File: config.mk
export PLATFORM = sky130hd
export DESIGN_NAME = adc4xmt
export DESIGN_NICKNAME = d
export VERILOG_FILES = /design/src/rtl/adc4xmt.sv
export SDC_FILE = /design/constraint.sdc
export NUM_CORES = 1
export LEC_CHECK = 0
export BUFFER_PORTS_ARGS = -buffer_cell sky130_fd_sc_hd__buf_2
export CORE_ASPECT_RATIO = 1.75
export CORE_MARGIN = 4
export CORE_UTILIZATION = 55
export DETAILED_ROUTE_END_ITERATION = 8
export HOLD_SLACK_MARGIN = 0.05
export PLACE_DENSITY_LB_ADDON = 0.05
export SLEW_MARGIN = 5
export SYNTH_ARGS = -nofsm -noshare
export SYNTH_HDL_FRONTEND = slang
export SYNTH_SLANG_ARGS = --single-unit
export TNS_END_PERCENT = 100
File: constraint.sdc
create_clock -name CLK -period 2.4 [get_ports CLK]
set_input_delay 0.48 -clock CLK [delete_from_list [all_inputs] [get_ports CLK]]
set_output_delay 0.48 -clock CLK [all_outputs]
set_load 0.02 [all_outputs]
File: src/rtl/adc4xmt.sv
// Parallel-side transmitter for the 4-channel, 12-bit, two-lane ADC stream.
// Generates samples, splits them onto 6-bit lanes, adds the frame word and applies bit misalignment.
module adc4xmt (
    input  logic        CLK,
    input  logic        RST,
    input  logic [1:0]  MODE,
    input  logic [47:0] SAMPLE,
    input  logic        SVALID,
    input  logic [11:0] PATTERN,
    input  logic        slip,
    input  logic        slip_clr,
    input  logic        cnt_reset,
    output logic [47:0] DOUT,
    output logic [5:0]  FROUT,
    output logic [2:0]  slip_ofs,
    output logic [15:0] sent_cnt
);

    localparam logic [5:0]  FRAME      = 6'b111000;
    localparam logic [1:0]  MODE_PASS  = 2'd0;
    localparam logic [1:0]  MODE_RAMP  = 2'd1;
    localparam logic [1:0]  MODE_FIXED = 2'd2;
    localparam logic [1:0]  MODE_PRBS  = 2'd3;
    localparam logic [14:0] PRBS_SEED  = 15'h7FFF;
    localparam logic [2:0]  OFS_MAX    = 3'd5;
    localparam logic [15:0] CNT_MAX    = 16'hFFFF;

    logic [47:0] s_q, s_d;
    logic [11:0] ramp_q, ramp_d;
    logic [14:0] prbs_q, prbs_d;
    logic [2:0]  ofs_q, ofs_d;
    logic [15:0] cnt_q, cnt_d;
    logic [47:0] prev_q, prev_d;
    logic [47:0] dout_q, dout_d;
    logic        frame_on_q, frame_on_d;
    logic [5:0]  frame_prev_q, frame_prev_d;
    logic [5:0]  frout_q, frout_d;
    logic [5:0]  frame_cur;
    logic        load;

    // Output word = {prev, cur}[5+s:s]; each unit of s delays the serial stream by one bit.
    function automatic logic [5:0] rotate(input logic [5:0] p, input logic [5:0] c,
                                          input logic [2:0] s);
        logic [11:0] cat;
        cat = {p, c} >> s;
        return cat[5:0];
    endfunction

    assign load = (MODE != MODE_PASS) || SVALID;

    // Stage 1: sample source select
    always_comb begin
        s_d = s_q;
        case (MODE)
            MODE_PASS: begin
                if (SVALID) s_d = SAMPLE;
            end
            MODE_RAMP: begin
                for (int k = 0; k < 4; k++) begin
                    s_d[12*k +: 12] = ramp_q + {k[1:0], 10'd0};
                end
            end
            MODE_FIXED: begin
                s_d = {4{PATTERN}};
            end
            MODE_PRBS: begin
                for (int k = 0; k < 4; k++) begin
                    s_d[12*k +: 12] = prbs_q[k +: 12];
                end
            end
            default: s_d = s_q;
        endcase
    end

    // Ramp and PRBS only run while their mode is selected, otherwise they sit at their start value.
    always_comb begin
        ramp_d = (MODE == MODE_RAMP) ? ramp_q + 12'd1 : 12'd0;
        prbs_d = (MODE == MODE_PRBS) ? {prbs_q[13:0], prbs_q[14] ^ prbs_q[13]} : PRBS_SEED;
    end

    // Stage 2: continuous rotation of every lane and the frame lane
    always_comb begin
        frame_cur    = frame_on_q ? FRAME : 6'd0;
        frame_on_d   = 1'b1;
        prev_d       = s_q;
        frame_prev_d = frame_cur;
        dout_d       = '0;
        for (int i = 0; i < 8; i++) begin
            dout_d[6*i +: 6] = rotate(prev_q[6*i +: 6], s_q[6*i +: 6], ofs_q);
        end
        frout_d = rotate(frame_prev_q, frame_cur, ofs_q);
    end

    always_comb begin
        ofs_d = ofs_q;
        if (slip_clr) begin
            ofs_d = 3'd0;
        end else if (slip) begin
            ofs_d = (ofs_q == OFS_MAX) ? 3'd0 : ofs_q + 3'd1;
        end
    end

    always_comb begin
        cnt_d = cnt_q;
        if (cnt_reset) begin
            cnt_d = 16'd0;
        end else if (load && (cnt_q != CNT_MAX)) begin
            cnt_d = cnt_q + 16'd1;
        end
    end

    always_ff @(posedge CLK) begin
        if (RST) begin
            s_q          <= '0;
            ramp_q       <= '0;
            prbs_q       <= PRBS_SEED;
            ofs_q        <= '0;
            cnt_q        <= '0;
            prev_q       <= '0;
            dout_q       <= '0;
            frame_on_q   <= 1'b0;
            frame_prev_q <= '0;
            frout_q      <= '0;
        end else begin
            s_q          <= s_d;
            ramp_q       <= ramp_d;
            prbs_q       <= prbs_d;
            ofs_q        <= ofs_d;
            cnt_q        <= cnt_d;
            prev_q       <= prev_d;
            dout_q       <= dout_d;
            frame_on_q   <= frame_on_d;
            frame_prev_q <= frame_prev_d;
            frout_q      <= frout_d;
        end
    end

    assign DOUT     = dout_q;
    assign FROUT    = frout_q;
    assign slip_ofs = ofs_q;
    assign sent_cnt = cnt_q;

endmodule

# After elaboration in Yosys (flattened, before gate mapping)
# Index checks and enable logic that the tools add are counted.
word_totals:
  out_inout_bits: 73
  input_bits: 68
  reg_bits: 203
op_classes:
  mux: 5
  n_eq_ne: 6
  add_sub_neg: 6
  shifts: 9
  n_bitwise: 3
  reduce_logical: 8
op_table:
  columns: ["op", "n"]
  rows:
  - ["one-hot mux 48 bit (4 select lines)", 1]
  - [">> shifter 12 x 3 -> 6 bit", 9]
  - ["two-way mux 48 bit", 1]
  - ["adder 12 bit, second input constant", 2]
  - ["adder 16 x 1 -> 16 bit, second input constant", 1]
  - ["!= test 16 bit, second input constant", 1]
  - ["adder 12 x 1 -> 12 bit, second input constant", 1]
  - ["adder 12 x 11 -> 12 bit, second input constant", 1]
  - ["OR reduction 2 bit", 4]
  - ["two-way mux 6 bit", 1]
  - ["== test 2 bit, second input constant", 2]
  - ["adder 3 x 1 -> 3 bit, second input constant", 1]
  - ["== test 3 bit, second input constant", 1]
  - ["two-way mux 3 bit", 1]
  - ["== test 2 x 1 -> 1 bit, second input constant", 1]
  - ["logical NOT 2 bit", 1]
  - ["!= test 2 bit, second input constant", 1]
  - ["NOT 1 bit", 2]
  - ["nonzero test 2 bit", 1]
  - ["logical AND 1 bit", 1]
  - ["logical OR 1 bit", 1]
  - ["two-way mux 1 bit", 1]
  - ["bitwise XOR 1 bit", 1]

# Logic depth before layout (Yosys ltp)
depth:
  word_depth: 3
  depth_mapped: 8
  depth_no_buf: 5

# Worst setup path before layout
# Ideal clock, no wire load.
synth_path:
  path_type: "reg2reg"
  startpoint: "register cnt_q[0] (netlist: sent_cnt[0])"
  endpoint: "register cnt_q[14] (netlist: sent_cnt[14])"
  setup_ns: 0.131
  path_buffers: 0
  setup_slack_ns: 0.388
  t_arrival_ns: 1.881
  path_stages_with_launch: 6
  path_cell_list: "dfxtp_1 ha_1 nand4_1 or4_4 o311ai_1 o41ai_1"
synth_via:
  elab_chain_cells: 2
synth_lines:
  columns: ["element", "line", "rtl"]
  rows:
  - ["start, declared", "32", "logic [15:0] cnt_q, cnt_d;"]
  - ["start signal, assigned", "129", "cnt_q <= cnt_d;"]
  - ["parallel branches: the longest is 2 deep, another holds adder 16 x 1 -> 16 bit", null, null]
# Parallel ways; which one is timed is not known.
# A chain may end at the register's enable or synchronous reset.

# Worst setup path in the final report
# Same ends and word-level chain as after synthesis.

==> metrics.md <==
| Metric | Value |
|---|---|
| Result of the run | `finished clean` |
| Post-route ant nets | `0` |
| Path class of the lowest-slack min-delay path | `input port to flop` |
| Relative area change from synthesis to final layout | `15.5%` |
| Final Cycle Share | `79.0%` |
| Fraction of post-synthesis cell area in the top cell type by area | `42.0%` |
| Root Buffer | `clkbuf_16` |
| Setup slack, reg-to-reg | `roughly 0.50 ns` |
| Average size of a mapped cell | `9.26 um2` |
| Post-route clock skew | `0.0109 ns` |
| Hold-critical path depth | `2` |
| Biggest cell delay along the critical path | `roughly 0.59 ns` |
| Number of antenna violations at the first check in global routing | `0` |
| Detailed Routing Iterations Pass 1 | `5` |
| Horizontal extent of the die | `107 um` |
| CP max FO | `4` |
| Capture endpoint of the worst hold path | `slip_ofs[1]$_SDFFE_PP0P_` |
| GR Layer Usage met3 | `4.47%` |
| Slew at the pin closest to its max-slew limit | `0.754 ns` |
| Most used DFF post-synth | `dfxtp_1` |
| TNS Setup | `0 ns` |
| Reg-to-reg startpoint | `sent_cnt[0]$_SDFFE_PP0P_` |
| Final setup violating endpoints | `0` |
| Diodes inserted | `0` |
| Proportion of layout cells with a drive suffix above 1 | `22.9%` |
| Hold Buf Count CTS | `0` |
| #FFs+latches synth | `~200` |
| Commonest cells after routing, fill and taps aside | `dfxtp_1, nor2_1, buf_2` |
| Number of cells on the worst reg-to-reg path | `5` |
| Standard cell with the maximum stage delay on the critical path | `or4_4` |
| Leading cell types by total area after synthesis | `dfxtp_1, mux2i_1, mux4_2` |
| Post-route DRC violation count | `0` |
| Net switching fraction of the power | `about a quarter` |
| Global-route wire length before repair | `38,000 um` |
| Cell leakage power | `4.20 nW` |
| Number of global-route vias before repair | `7,305` |
| Part of the total power dissipated in sequential elements | `49.2%` |
| Cells along the critical path | `ha_1, nand4_1, or4_4, o311ai_1, o41ai_1` |
| Clock H-tree levels | `4` |
| Vias per Instance | `5.67` |
| Peak clock frequency supported by timing | `roughly 0.53 GHz` |
| DP Wirelength | `17,600 um` |
| Distinct cell type count of the synthesized netlist | `56` |
| Die height | `181 um` |
| CTS tree | `yes` |
| Startpoint Class | `flop` |
| Final hold vios | `0` |
| Number of instances in the synthesized netlist | `just over 1,000` |
| Critical path buffers and inverters | `0` |
| Area of the mapped netlist | `around 0.0094 mm2` |
| Clock network latency to the later pin of the worst-skew pair | `0.43 ns` |
| Maximum number of pins on one net before global-route repair | `150` |
| Routed via count | `7,708` |
| Worst reg2reg endpoint | `sent_cnt[14]$_SDFFE_PP0P_` |
| Sequential fraction of the synthesis area | `42.0%` |
| Hold Path Origin | `slip_clr` |
| 1st-iter DRT viols | `415` |
| Top Family by Delay on Critical Path | `simple AND/OR/NAND/NOR gates` |
| Layer carrying the most global-route usage | `met2` |
| Final Net Count | `1,191` |
| Final critical-path required period | `roughly 1.9 ns` |
| Clock slew seen by the registers of the worst setup and hold paths | `roughly 0.07 ns` |
| Number of violations of the max-capacitance limit | `0` |
| Crit path required time | `roughly 2.7 ns` |
| Total overflow reported by the global router | `0` |
| VDD IR-drop max | `438 uV` |
| Met1 Resource Use GR | `30.2%` |
| Most frequent standard cell in the layout excluding fill and tap cells | `dfxtp_1` |
| Logic depth of the worst setup path including buffers | `5` |
| Global routing usage summed across all routing layers | `24.5%` |
| Cell taking the most area after synthesis | `dfxtp_1` |
| Critical path arrival | `2.20 ns` |
| Clock buffers created by TritonCTS | `17` |
| GP Congestion | `0.884` |
| Post-CTS Setup Inserts | `0` |
| Deepest clock path buffer count | `2` |
| Top-Level Pins | `141` |
| Share of synthesized registers carrying an async set or reset | `0%` |
| Total power divided by cell area | `670 mW/mm2` |
| Sw power | `1.88 mW` |
| Syn_nets | `1,090` |
| Count of buffers from port buffering | `140` |
| Met2 usage in global routing | `41.6%` |
| Initial core utilization | `55.7%` |
| Total chip power | `7.31 mW` |
| Part of the total power dissipated in the clock network | `37.6%` |
| DRT Wirelength | `23,300 um` |
| Post-detailed-route wirelength per cell | `17.2 um` |
| Count of clock tree sinks | `198` |
| Die outline area | `0.0194 mm2` |
| Critical path start-end classification | `flop to flop` |
| Max-slew violation count | `0` |
| Number of standard-cell rows in the floorplan | `63` |
| # resized after CTS | `0` |
| Unrepaired setup endpoints after global routing | `no` |
| Fin Hold WS | `approximately 0.25 ns` |
| Setup crit end kind | `flop` |
| Post-synth EDFFs | `0` |
| Worst slew slack as a fraction of its limit | `49.3%` |
| Core outline area | `0.0169 mm2` |
| Relative contribution of combinational cells to total power | `roughly an eighth` |
| Int Pwr | `5.43 mW` |
| Yosys warns | `0` |
## kinds of logic (layout without fill, tap and decap cells)
group | after synthesis | after routing | share of synthesized area [%]
compound gates | 155 | 155 | 11.9
xor+xnor | 11 | 11 | 1.02
fa+ha+maj | 2 | 2 | 0.265
buf+inv | 92 | 205 | 4.40
flops | 198 | 198 | 42.0
mux | 125 | 125 | 17.2
simple gates | 437 | 437 | 23.2
## flip-flops by register name, indices dropped and copies added (netlist names)
register	cells
DOUT	48
prev_q	48
sent_cnt	16
frame_on_q	1
ramp_q	12
frame_prev_q	1
slip_ofs	3
prbs_q	15
FROUT	6
prev_d	48
## metrics by stage
stage | setup slack, ns | instance area [um2] | instances | utilization, %
CTS | 0.493 | 10900 | 1360 | 64.4
global route | 0.337 | 10900 | 1360 | 64.4
global placement | 0.335 | 10300 | 1329 | 61.0
floorplan | 0.388 | 9450 | 1020 | -
detailed placement | 0.236 | 10300 | 1329 | 61.0
finish | 0.505 | 10900 | 1360 | 64.4
## worst max path at each step
stage                                  start                         to  slack, ns
global route        sent_cnt[0]$_SDFFE_PP0P_  sent_cnt[14]$_SDFFE_PP0P_       0.34
floorplan           sent_cnt[0]$_SDFFE_PP0P_  sent_cnt[14]$_SDFFE_PP0P_       0.39
CTS                 sent_cnt[0]$_SDFFE_PP0P_  sent_cnt[14]$_SDFFE_PP0P_       0.49
detailed placement                   MODE[0]     prev_d[8]$_SDFFE_PP0P_       0.24
global placement                     MODE[0]     prev_d[8]$_SDFFE_PP0P_       0.33
finish              sent_cnt[0]$_SDFFE_PP0P_  sent_cnt[14]$_SDFFE_PP0P_       0.50
## worst reg2reg max path, cell delays in order, from the launching register on
cell and delay (ns):
dfxtp_1 0.34, ha_1 0.23, nand4_1 0.20, or4_4 0.59, o311ai_1 0.30, o41ai_1 0.12
## routing by layer
layer | wire [um] | share of wire (%) | vias to the layer above
li1 | - | - | 3856
met1 | 9700 | 42 | 3605
met2 | 11700 | 50 | 206
met3 | 1080 | 4.6 | 41
met4 | 858 | 3.7 | 0
met5 | 0 | 0 | -
## cell type report
class                      instances  area [um2]
timing repair buffer             166         986
inverter                           8        30.0
multi-input combinational        730        5070
clock buffer                      19         433
sequential                       198        3970
tap                              227         284
clock inverter                    12         131
fill                            1528        6040
## synth_stat cells (6+ instances only)
library cell / number
nor3_1: 85
clkbuf_1: 36
or3_1: 8
mux4_2: 30
nand2b_1: 16
dfxtp_1: 198
nand3_1: 10
buf_2: 26
mux2i_1: 94
a311oi_1: 37
inv_1: 7
o21ai_0: 9
nand2_1: 45
a21oi_1: 44
buf_1: 15
a211oi_1: 25
or2_2: 25
nor2b_1: 78
xnor2_1: 7
a211o_1: 16
nand4_1: 6
nor2_1: 141
## power by group through the flow
stage	registers, mW	logic (mW)	clock network (mW)
finish	3.60	0.971	2.75
global route	3.61	1.07	2.95
CTS	3.60	0.973	2.79
detailed placement	3.67	0.967	0
global placement	3.67	0.960	0
floorplan	3.69	0.628	0
(Power assumes the default switching activity.)
